==> src/rtl/adder_share_arbiter_if.sv <==
// adder_share_arbiter_if: requester, adder and response signals
// of the shared-adder arbiter, grouped for port connection.
interface adder_share_arbiter_if #(
    parameter int A     = 8,
    parameter int B     = 8,
    parameter int SUM_W = A + 1
);
    logic             i_req0_valid;
    logic             o_req0_ready;
    logic [A-1:0]     i_req0_a;
    logic [B-1:0]     i_req0_b;
    logic             i_req1_valid;
    logic             o_req1_ready;
    logic [A-1:0]     i_req1_a;
    logic [B-1:0]     i_req1_b;
    logic             o_op_valid;
    logic [A-1:0]     o_op_a;
    logic [B-1:0]     o_op_b;
    logic [SUM_W-1:0] i_add_sum;
    logic             o_rsp_valid;
    logic             i_rsp_ready;
    logic             o_rsp_id;
    logic [SUM_W-1:0] o_rsp_sum;

    modport slave (
        input  i_req0_valid, i_req0_a, i_req0_b,
        input  i_req1_valid, i_req1_a, i_req1_b,
        input  i_add_sum, i_rsp_ready,
        output o_req0_ready, o_req1_ready,
        output o_op_valid, o_op_a, o_op_b,
        output o_rsp_valid, o_rsp_id, o_rsp_sum
    );

    modport master (
        output i_req0_valid, i_req0_a, i_req0_b,
        output i_req1_valid, i_req1_a, i_req1_b,
        output i_add_sum, i_rsp_ready,
        input  o_req0_ready, o_req1_ready,
        input  o_op_valid, o_op_a, o_op_b,
        input  o_rsp_valid, o_rsp_id, o_rsp_sum
    );
endinterface

==> src/rtl/adder_share_arbiter.sv <==
// adder_share_arbiter: round-robin share of one external adder
// between two requesters, one transaction in flight at a time.
module adder_share_arbiter #(
    parameter int A       = 8,
    parameter int B       = 8,
    parameter int SUM_W   = A + 1,
    parameter int ADD_LAT = 1
) (
    input  logic                 i_clk,
    input  logic                 i_reset,
    adder_share_arbiter_if.slave bus,
    output logic                 o_busy,
    output logic [15:0]          o_txn_cnt
);

    localparam logic [1:0] IDLE  = 2'd0;
    localparam logic [1:0] ISSUE = 2'd1;
    localparam logic [1:0] WAIT  = 2'd2;
    localparam logic [1:0] RESP  = 2'd3;

    localparam logic [2:0] LAT_INIT = 3'(ADD_LAT - 1);

    logic [1:0]       state;
    logic [2:0]       lat_cnt;
    logic             rr_last;
    logic [A-1:0]     op_a;
    logic [B-1:0]     op_b;
    logic             rsp_id;
    logic [SUM_W-1:0] rsp_sum;
    logic [15:0]      txn_cnt;
    logic             gnt0;
    logic             gnt1;

    // Grant in IDLE: a lone requester wins, a tie goes to the
    // channel that was not served last.
    always_comb begin
        gnt0 = 1'b0;
        gnt1 = 1'b0;
        if (!i_reset && state == IDLE) begin
            if (bus.i_req0_valid &&
                (!bus.i_req1_valid || rr_last)) begin
                gnt0 = 1'b1;
            end else if (bus.i_req1_valid) begin
                gnt1 = 1'b1;
            end
        end
    end

    // Transaction FSM: latch operands, launch, wait, hold response.
    always_ff @(posedge i_clk) begin
        if (i_reset) begin
            state   <= IDLE;
            lat_cnt <= '0;
            rr_last <= 1'b1;
            op_a    <= '0;
            op_b    <= '0;
            rsp_id  <= 1'b0;
            rsp_sum <= '0;
            txn_cnt <= '0;
        end else begin
            case (state)
                IDLE: begin
                    if (gnt0) begin
                        op_a    <= bus.i_req0_a;
                        op_b    <= bus.i_req0_b;
                        rsp_id  <= 1'b0;
                        rr_last <= 1'b0;
                        state   <= ISSUE;
                    end else if (gnt1) begin
                        op_a    <= bus.i_req1_a;
                        op_b    <= bus.i_req1_b;
                        rsp_id  <= 1'b1;
                        rr_last <= 1'b1;
                        state   <= ISSUE;
                    end
                end
                ISSUE: begin
                    lat_cnt <= LAT_INIT;
                    state   <= WAIT;
                end
                WAIT: begin
                    if (lat_cnt == 3'd0) begin
                        rsp_sum <= bus.i_add_sum;
                        state   <= RESP;
                    end else begin
                        lat_cnt <= lat_cnt - 3'd1;
                    end
                end
                RESP: begin
                    if (bus.i_rsp_ready) begin
                        txn_cnt <= txn_cnt + 16'd1;
                        state   <= IDLE;
                    end
                end
                default: state <= IDLE;
            endcase
        end
    end

    assign bus.o_req0_ready = gnt0;
    assign bus.o_req1_ready = gnt1;
    assign bus.o_op_valid   = (state == ISSUE);
    assign bus.o_op_a       = op_a;
    assign bus.o_op_b       = op_b;
    assign bus.o_rsp_valid  = (state == RESP);
    assign bus.o_rsp_id     = rsp_id;
    assign bus.o_rsp_sum    = rsp_sum;
    assign o_busy           = (state != IDLE);
    assign o_txn_cnt        = txn_cnt;

endmodule

==> src/flat_wrapper.sv <==
// flat-port wrapper written by rule: the top's interface ports become plain ports
module adder_share_arbiter_flat 
#(
    parameter int A       = 8,
    parameter int B       = 8,
    parameter int SUM_W   = A + 1,
    parameter int ADD_LAT = 1
)
  (i_clk, i_reset, o_busy, o_txn_cnt, bus_i_req0_valid, bus_i_req0_a, bus_i_req0_b, bus_i_req1_valid, bus_i_req1_a, bus_i_req1_b, bus_i_add_sum, bus_i_rsp_ready, bus_o_req0_ready, bus_o_req1_ready, bus_o_op_valid, bus_o_op_a, bus_o_op_b, bus_o_rsp_valid, bus_o_rsp_id, bus_o_rsp_sum);
  adder_share_arbiter_if #(.A(A), .B(B), .SUM_W(SUM_W)) bus_i ();
  input  logic i_clk;
  input  logic i_reset;
  output logic o_busy;
  output logic [15:0] o_txn_cnt;
  input wire logic [$bits(bus_i.i_req0_valid)-1:0] bus_i_req0_valid;
  input wire logic [$bits(bus_i.i_req0_a)-1:0] bus_i_req0_a;
  input wire logic [$bits(bus_i.i_req0_b)-1:0] bus_i_req0_b;
  input wire logic [$bits(bus_i.i_req1_valid)-1:0] bus_i_req1_valid;
  input wire logic [$bits(bus_i.i_req1_a)-1:0] bus_i_req1_a;
  input wire logic [$bits(bus_i.i_req1_b)-1:0] bus_i_req1_b;
  input wire logic [$bits(bus_i.i_add_sum)-1:0] bus_i_add_sum;
  input wire logic [$bits(bus_i.i_rsp_ready)-1:0] bus_i_rsp_ready;
  output wire logic [$bits(bus_i.o_req0_ready)-1:0] bus_o_req0_ready;
  output wire logic [$bits(bus_i.o_req1_ready)-1:0] bus_o_req1_ready;
  output wire logic [$bits(bus_i.o_op_valid)-1:0] bus_o_op_valid;
  output wire logic [$bits(bus_i.o_op_a)-1:0] bus_o_op_a;
  output wire logic [$bits(bus_i.o_op_b)-1:0] bus_o_op_b;
  output wire logic [$bits(bus_i.o_rsp_valid)-1:0] bus_o_rsp_valid;
  output wire logic [$bits(bus_i.o_rsp_id)-1:0] bus_o_rsp_id;
  output wire logic [$bits(bus_i.o_rsp_sum)-1:0] bus_o_rsp_sum;
  assign bus_i.i_req0_valid = bus_i_req0_valid;
  assign bus_i.i_req0_a = bus_i_req0_a;
  assign bus_i.i_req0_b = bus_i_req0_b;
  assign bus_i.i_req1_valid = bus_i_req1_valid;
  assign bus_i.i_req1_a = bus_i_req1_a;
  assign bus_i.i_req1_b = bus_i_req1_b;
  assign bus_i.i_add_sum = bus_i_add_sum;
  assign bus_i.i_rsp_ready = bus_i_rsp_ready;
  assign bus_o_req0_ready = bus_i.o_req0_ready;
  assign bus_o_req1_ready = bus_i.o_req1_ready;
  assign bus_o_op_valid = bus_i.o_op_valid;
  assign bus_o_op_a = bus_i.o_op_a;
  assign bus_o_op_b = bus_i.o_op_b;
  assign bus_o_rsp_valid = bus_i.o_rsp_valid;
  assign bus_o_rsp_id = bus_i.o_rsp_id;
  assign bus_o_rsp_sum = bus_i.o_rsp_sum;
  adder_share_arbiter #(.A(A), .B(B), .SUM_W(SUM_W), .ADD_LAT(ADD_LAT)) u_core (.i_clk(i_clk), .i_reset(i_reset), .bus(bus_i), .o_busy(o_busy), .o_txn_cnt(o_txn_cnt));
endmodule
==> config.mk <==
export PLATFORM = sky130hd
export DESIGN_NAME = adder_share_arbiter_flat
export DESIGN_NICKNAME = d
export VERILOG_FILES = /design/src/rtl/adder_share_arbiter_if.sv /design/src/rtl/adder_share_arbiter.sv /design/src/flat_wrapper.sv
export SDC_FILE = /design/constraint.sdc
export NUM_CORES = 1
export LEC_CHECK = 0
export ABC_AREA = 1
export CORE_ASPECT_RATIO = 1.1
export CORE_MARGIN = 1
export CORE_UTILIZATION = 35
export DETAILED_ROUTE_END_ITERATION = 10
export PLACE_DENSITY = 0.66
export SYNTH_ARGS = -nofsm -noshare
export SYNTH_HDL_FRONTEND = slang
export SYNTH_SLANG_ARGS = --single-unit
==> constraint.sdc <==
create_clock -name i_clk -period 3.44 [get_ports i_clk]
set_input_delay 0.86 -clock i_clk [delete_from_list [all_inputs] [get_ports i_clk]]
set_output_delay 0.86 -clock i_clk [all_outputs]
set_load 0.03 [all_outputs]
==> impl_metrics.py, run 1 <==
metrics = {
    "critical_path": {
        "cp-startpoint": "i_reset",
        "cp.buffers_inverters": 3,
        "critical_path_depth": 5,
        "crit_path_max_fanout": 3,
        "arrival_ps": 1890,
        "critPathRequiredTime_ps": 2580,
        "critical-path-max-stage-delay_ps": 520,
        "r2r_slack_ps": 1600,
        "crit_end": "bus_o_req0_ready",
        "r2r-start": "u_core.state[0]",
        "critical_path.slowest_cell": "clkdlybuf4s50_1",
        "crit-reg2reg-capture": "u_core.lat_cnt[0]",
        "path_cells": "clkdlybuf4s50_1 > nor2_8 > nand3_4 > inv_2 > buf_4",
        "path_class": "input pin to primary output",
        "end_kind": "primary output",
        "reg2reg_depth": 6,
        "cp-start-kind": "input pin",
        "crit_family": "buffers and inverters",
    },
    "global_routing": {
        "grt_pass1_vias": 2085,
        "grt_max_degree": 20,
        "antenna_found_initial": 0,
        "track_usage": 0.168,
        "grt_first_pass_wirelength_um": 9460,
        "gr-total-overflow": 0,
    },
    "drt": {
        "routedWlPerCell_um": 12.6,
        "num_vias": 2249,
        "via_per_inst": 4.63,
        "drt-initial-drc-count": 84,
        "routed_wl_um": 6100,
        "drc": 0,
        "firstDrtPassIters": 4,
        "ant_nets": 0,
    },
    "run": {
        "maxCapViolCount": 0,
    },
    "finish": {
        "syn_to_final_growth_pct": 43.5,
        "diodes": 0,
        "final_util": 0.521,
        "nNetsFinal": 458,
        "nFillCells": 632,
        "drive_gt1_frac": 0.124,
    },
    "logic_synthesis": {
        "avgSynthCellArea_um2": 7.72,
        "synth_common_cells": "nor2_1, dfxtp_1, inv_1",
        "synth_async_sr_flop_share": 0,
        "ys_seq_elements": 48,
        "synth_area_leaders": "dfxtp_1, nor2_1, inv_1, nand2_1, o21ai_0",
        "synth-edff-count": 0,
        "synth_top_area_frac": 0.401,
        "synth-seq-area-share": 0.401,
        "synth_ff_type": "dfxtp_1",
        "yosys.area.top_type": "dfxtp_1",
        "yosys_warnings": 0,
        "synth_nets": 364,
        "yosysUniqueCellTypes": 32,
        "syn_inst": 310,
        "synthesis.area_um2": 2390,
        "yosysMostFrequentCell": "nor2_1",
    },
    "outcome": {
        "status": "complete, no violations",
    },
    "power": {
        "peakVddDrop_uv": 344,
        "pwr_density_cell_nw_per_um2": 581,
        "leakage_nw": 1.31,
    },
    "clock_network": {
        "cts_sinks": 48,
        "cts-resized-gates": 0,
        "postCtsSetupRepairBufs": 0,
        "clk_pin_slew_ps": 90,
        "cts_buffer_depth": 2,
        "clockRootBuffer": "clkbuf_8",
        "cts_tree": "done",
        "hold_buffers": 0,
        "worstSkewPairLatency_ps": 300,
        "cts_buffers": 5,
        "htreeDepth": 2,
    },
    "timing": {
        "slew_viol_final": 0,
        "rsz0062_at_grt": "no",
        "setup_violations": 0,
        "final.setup.tns_ps": 0,
        "min_period_ps": 2750,
        "fin_worst_skew_ps": 4.08,
        "clock.fmax_mhz": 364,
        "slew_headroom": 0.596,
        "period_share": 0.799,
        "hold-worst-slack_ps": 449,
        "tightest_slew_ps": 605,
        "finalHoldViolCount": 0,
    },
    "min_path": {
        "min_path_type": "register to register",
    },
    "floorplanning": {
        "io_pins": 93,
        "fp.dieH_um": 88.7,
        "dieArea_um2": 7170,
        "start_util": 0.363,
        "placementRows": 31,
        "die_w_um": 80.8,
        "coreArea_um2": 6590,
    },
    "placed_design": {
        "gp_congestion": 0.845,
        "dp_hpwl_um": 4700,
        "numPortBuffers": 92,
    },
}
[worst min-delay path, delay by kind of cell (launching register included)]
| family | cells | cell delay, ps |
|---|---|---|
| flip-flops | 1 | 320 |
| AO/OA/AOI/OAI | 1 | 50 |
| buffers and inverters | 1 | 40 |
[metrics by stage]
| step | instance area, µm² | cells | setup slack (ps) | power (W) |
|---|---|---|---|---|
| after global routing | 3430 | 486 | 645 | 0.00213 |
| final | 3430 | 486 | 693 | 0.00199 |
| after floorplan | 2390 | 310 | 1080 | 0.00136 |
| after detailed placement | 3360 | 479 | 698 | 0.00169 |
| after global placement | 3360 | 479 | 713 | 0.00167 |
| after CTS | 3430 | 486 | 693 | 0.00201 |
[power by group]
part / total [W] / internal, W / switching [W] / leakage [nW]
logic: 0.000950 / 0.000377 / 0.000572 / 0.873
registers: 0.000722 / 0.000663 / 0.0000593 / 0.392
clock network: 0.000322 / 0.000139 / 0.000184 / 0.0410
total: 0.00199 / 0.00118 / 0.000815 / 1.31
[layout make-up]
type	count	area (µm²)	share of cell area
clock buffer	6	72.6	0.0211
clock inverter	1	5.00	0.00146
inverter	42	158	0.0459
multi-input combinational	210	1180	0.344
sequential	48	961	0.280
tap	82	103	0.0299
timing repair buffer	97	953	0.278
[kinds of logic (layout without fill, tap and decap cells)]
group / after synthesis / count (layout) / share of synthesized area
buffers and inverters: 52 / 146 / 0.105
DFF: 48 / 48 / 0.401
adders and majority gates: 8 / 8 / 0.0418
xor gates and xnor gates: 1 / 1 / 0.00366
AOI/OAI and AO/OA: 57 / 57 / 0.142
and+or+nand+nor: 144 / 144 / 0.307
[placed cells by master (no fill, tap or decap)]
cell type,n
a211oi_1,1
a21boi_1,1
a21oi_1,20
a31oi_4,1
buf_4,7
clkbuf_1,1
clkbuf_8,5
clkdlybuf4s50_1,90
clkinv_2,1
dfxtp_1,48
ha_1,8
inv_1,38
inv_2,4
nand2_1,35
nand2_2,4
nand2_4,1
nand3_1,13
nand3_2,1
nand3_4,1
nand4_1,4
nor2_1,56
nor2_2,1
nor2_4,2
nor2_8,1
nor3_1,10
nor3_2,10
nor3b_1,2
nor3b_2,1
o21ai_0,22
o21ai_1,3
o21ai_2,8
o21bai_1,1
or2_2,2
xor2_1,1
[worst min path at each step]
stage,start,end,slack [ps],cells past startpoint
2_1_floorplan,u_core.lat_cnt[1],u_core.lat_cnt[1],440,2
3_3_place_gp,u_core.bus.o_rsp_sum[1],u_core.bus.o_rsp_sum[1],430,2
3_5_place_dp,u_core.bus.o_rsp_sum[8],u_core.bus.o_rsp_sum[8],440,2
4_1_cts,u_core.bus.o_rsp_sum[8],u_core.bus.o_rsp_sum[8],450,2
5_1_grt,u_core.bus.o_rsp_sum[8],u_core.bus.o_rsp_sum[8],470,2
6_report,u_core.bus.o_rsp_sum[7],u_core.bus.o_rsp_sum[7],450,2
[state kept, by name, summed over array words and instances (netlist names)]
signal,count
u_core.bus.o_op_a,8
u_core.state,2
u_core.rr_last,1
u_core.bus.o_rsp_id,1
u_core.bus.o_op_b,8
u_core.bus.o_rsp_sum,9
u_core.o_txn_cnt,16
u_core.lat_cnt,3
[per-layer routing]
metal / part of all wire / GRT usage / routed length (µm) / vias up
met3: 0.035 / 0.0258 / 211 / 8
li1: - / - / - / 1187
met4: 0.015 / 0.0649 / 92 / 0
met2: 0.51 / 0.296 / 3120 / 43
met1: 0.44 / 0.204 / 2680 / 1011
met5: 0 / 0 / 0 / -
No activity file was read; power rests on OpenSTA's default activity.
==> run 2, diff against run 1 <==
==> constraint.sdc (replaced) <==
create_clock -name i_clk -period 2.7 [get_ports i_clk]
set_input_delay 0.675 -clock i_clk [delete_from_list [all_inputs] [get_ports i_clk]]
set_output_delay 0.675 -clock i_clk [all_outputs]
set_load 0.03 [all_outputs]
==> run 2 against run 1 <==
  * Power increased by 27%
  * Die area unchanged
  * Worst setup slack got worse by 510 ps
  * Sequential power increased by 27%
  * Utilization increased by 0.076 points
  * Critical path type is now register to primary output
  * Critical endpoint is now o_busy
  * Largest power group unchanged
==> impl_metrics.py, run 2 (synthesis results as in run 1) <==
metrics = {
    "timing": {
        "clock.fmax_mhz": 398,
        "final.setup.tns_ps": 0,
        "fin_worst_skew_ps": 6.46,
        "finalHoldViolCount": 0,
        "min_period_ps": 2510,
        "slew_viol_final": 0,
        "rsz0062_at_grt": "no",
        "setup_violations": 0,
        "tightest_slew_ps": 582,
        "period_share": 0.931,
        "final.setup.worst_slack_ps": 186,
        "slew_headroom": 0.611,
    },
    "floorplanning": {
        "dieArea_um2": 7170,
        "start_util": 0.363,
        "io_pins": 93,
        "coreArea_um2": 6590,
        "placementRows": 31,
        "fp.dieH_um": 88.7,
        "die_w_um": 80.8,
    },
    "power": {
        "power_switching_w": 0.00104,
        "swShare": 0.409,
        "clockPowerShare": 0.161,
        "pwr_density_cell_nw_per_um2": 739,
        "leakage_nw": 1.31,
        "seqPwrFrac": 0.361,
        "peakVddDrop_uv": 384,
        "internal-power_w": 0.00150,
        "comb_power_share": 0.478,
    },
    "finish": {
        "drive_gt1_frac": 0.122,
        "largest_reg_flops": 16,
        "seq_area_um2": 961,
        "nFillCells": 642,
        "nNetsFinal": 457,
        "layout_commonest_cell": "clkdlybuf4s50_1",
        "multi_input_area_um2": 1180,
        "final_cell_mix": "clkdlybuf4s50_1, nor2_1, dfxtp_1",
        "syn_to_final_growth_pct": 43.7,
        "diodes": 0,
        "fin_area_um2": 3440,
    },
    "drt": {
        "routedWlPerCell_um": 12.7,
        "via_per_inst": 4.69,
        "num_vias": 2275,
        "firstDrtPassIters": 4,
        "ant_nets": 0,
        "routed_wl_um": 6140,
        "drt-initial-drc-count": 89,
        "drc": 0,
    },
    "clock_network": {
        "postCtsSetupRepairBufs": 0,
        "worstSkewPairLatency_ps": 300,
        "htreeDepth": 2,
        "cts_tree": "done",
        "hold_buffers": 0,
        "clockRootBuffer": "clkbuf_8",
        "cts-resized-gates": 0,
        "cts_sinks": 48,
        "cts_buffers": 5,
        "cts_buffer_depth": 2,
        "clk_pin_slew_ps": 90,
    },
    "min_path": {
        "min_path_type": "register to register",
    },
    "placed_design": {
        "place_area_um2": 3360,
        "dp_hpwl_um": 4610,
        "gp_congestion": 0.820,
        "pre_cts_slack_ps": 321,
        "numPortBuffers": 92,
    },
    "global_routing": {
        "grt_first_pass_wirelength_um": 9270,
        "antenna_found_initial": 0,
        "grt_max_degree": 21,
        "track_usage": 0.169,
        "grt_pass1_vias": 1967,
        "gr-total-overflow": 0,
    },
    "critical_path": {
        "critPathRequiredTime_ps": 2030,
        "path_class": "register to primary output",
        "arrival_ps": 1840,
        "crit_path_max_fanout": 4,
        "cp-start-kind": "register",
        "end_kind": "primary output",
    },
    "outcome": {
        "status": "complete, no violations",
    },
    "run": {
        "maxCapViolCount": 0,
    },
}
## run 2: cell types whose count changed in the layout (fill, tap and decap cells not counted), sizes merged
cell | before | now
buf | 7 | 6
## run 2: path summary, 6_finish.rpt
check,from,endpoint,slack (ps),cells after the start
setup reg to reg,u_core.state[0],u_core.lat_cnt[0],900,6
hold reg to reg,u_core.bus.o_rsp_sum[3],u_core.bus.o_rsp_sum[3],450,2
setup / recovery,u_core.state[0],o_busy,190,4
hold / removal,u_core.bus.o_rsp_sum[3],u_core.bus.o_rsp_sum[3],450,2
## run 2: final cells by class
class / count / share of cell area
multi-input combinational: 210 / 0.344
sequential: 48 / 0.279
timing repair buffer: 96 / 0.279
inverter: 42 / 0.0458
tap: 82 / 0.0298
clock buffer: 6 / 0.0211
clock inverter: 1 / 0.00146
## run 2: power groups by stage
stage,logic (W),clock network [W],registers (W)
6_report,0.00121,0.000410,0.000916
5_1_grt,0.00132,0.000455,0.000933
4_1_cts,0.00123,0.000426,0.000916
3_5_place_dp,0.00122,0,0.000933
3_3_place_gp,0.00121,0,0.000929
2_1_floorplan,0.000573,0,0.00115
## run 2: metal layers
layer | vias up | wire, µm | global-route usage
li1 | 1179 | - | -
met3 | 9 | 243 | 0.0371
met1 | 1040 | 2730 | 0.215
met4 | 0 | 119 | 0.0698
met2 | 47 | 3050 | 0.277
met5 | - | 0 | 0
## run 2: critical path, stage by stage, from the launching register on
cell and delay, ps:
dfxtp_1 380, inv_1 90, ha_1 230, inv_2 130, clkdlybuf4s50_1 700
## run 2: per-stage QoR
stage	std cells	total power [W]	hold slack [ps]	util
final	485	0.00254	446	0.522
after global placement	478	0.00213	432	0.510
after CTS	485	0.00257	449	0.522
after floorplan	310	0.00173	439	-
after global routing	485	0.00271	467	0.522
after detailed placement	478	0.00215	435	0.510
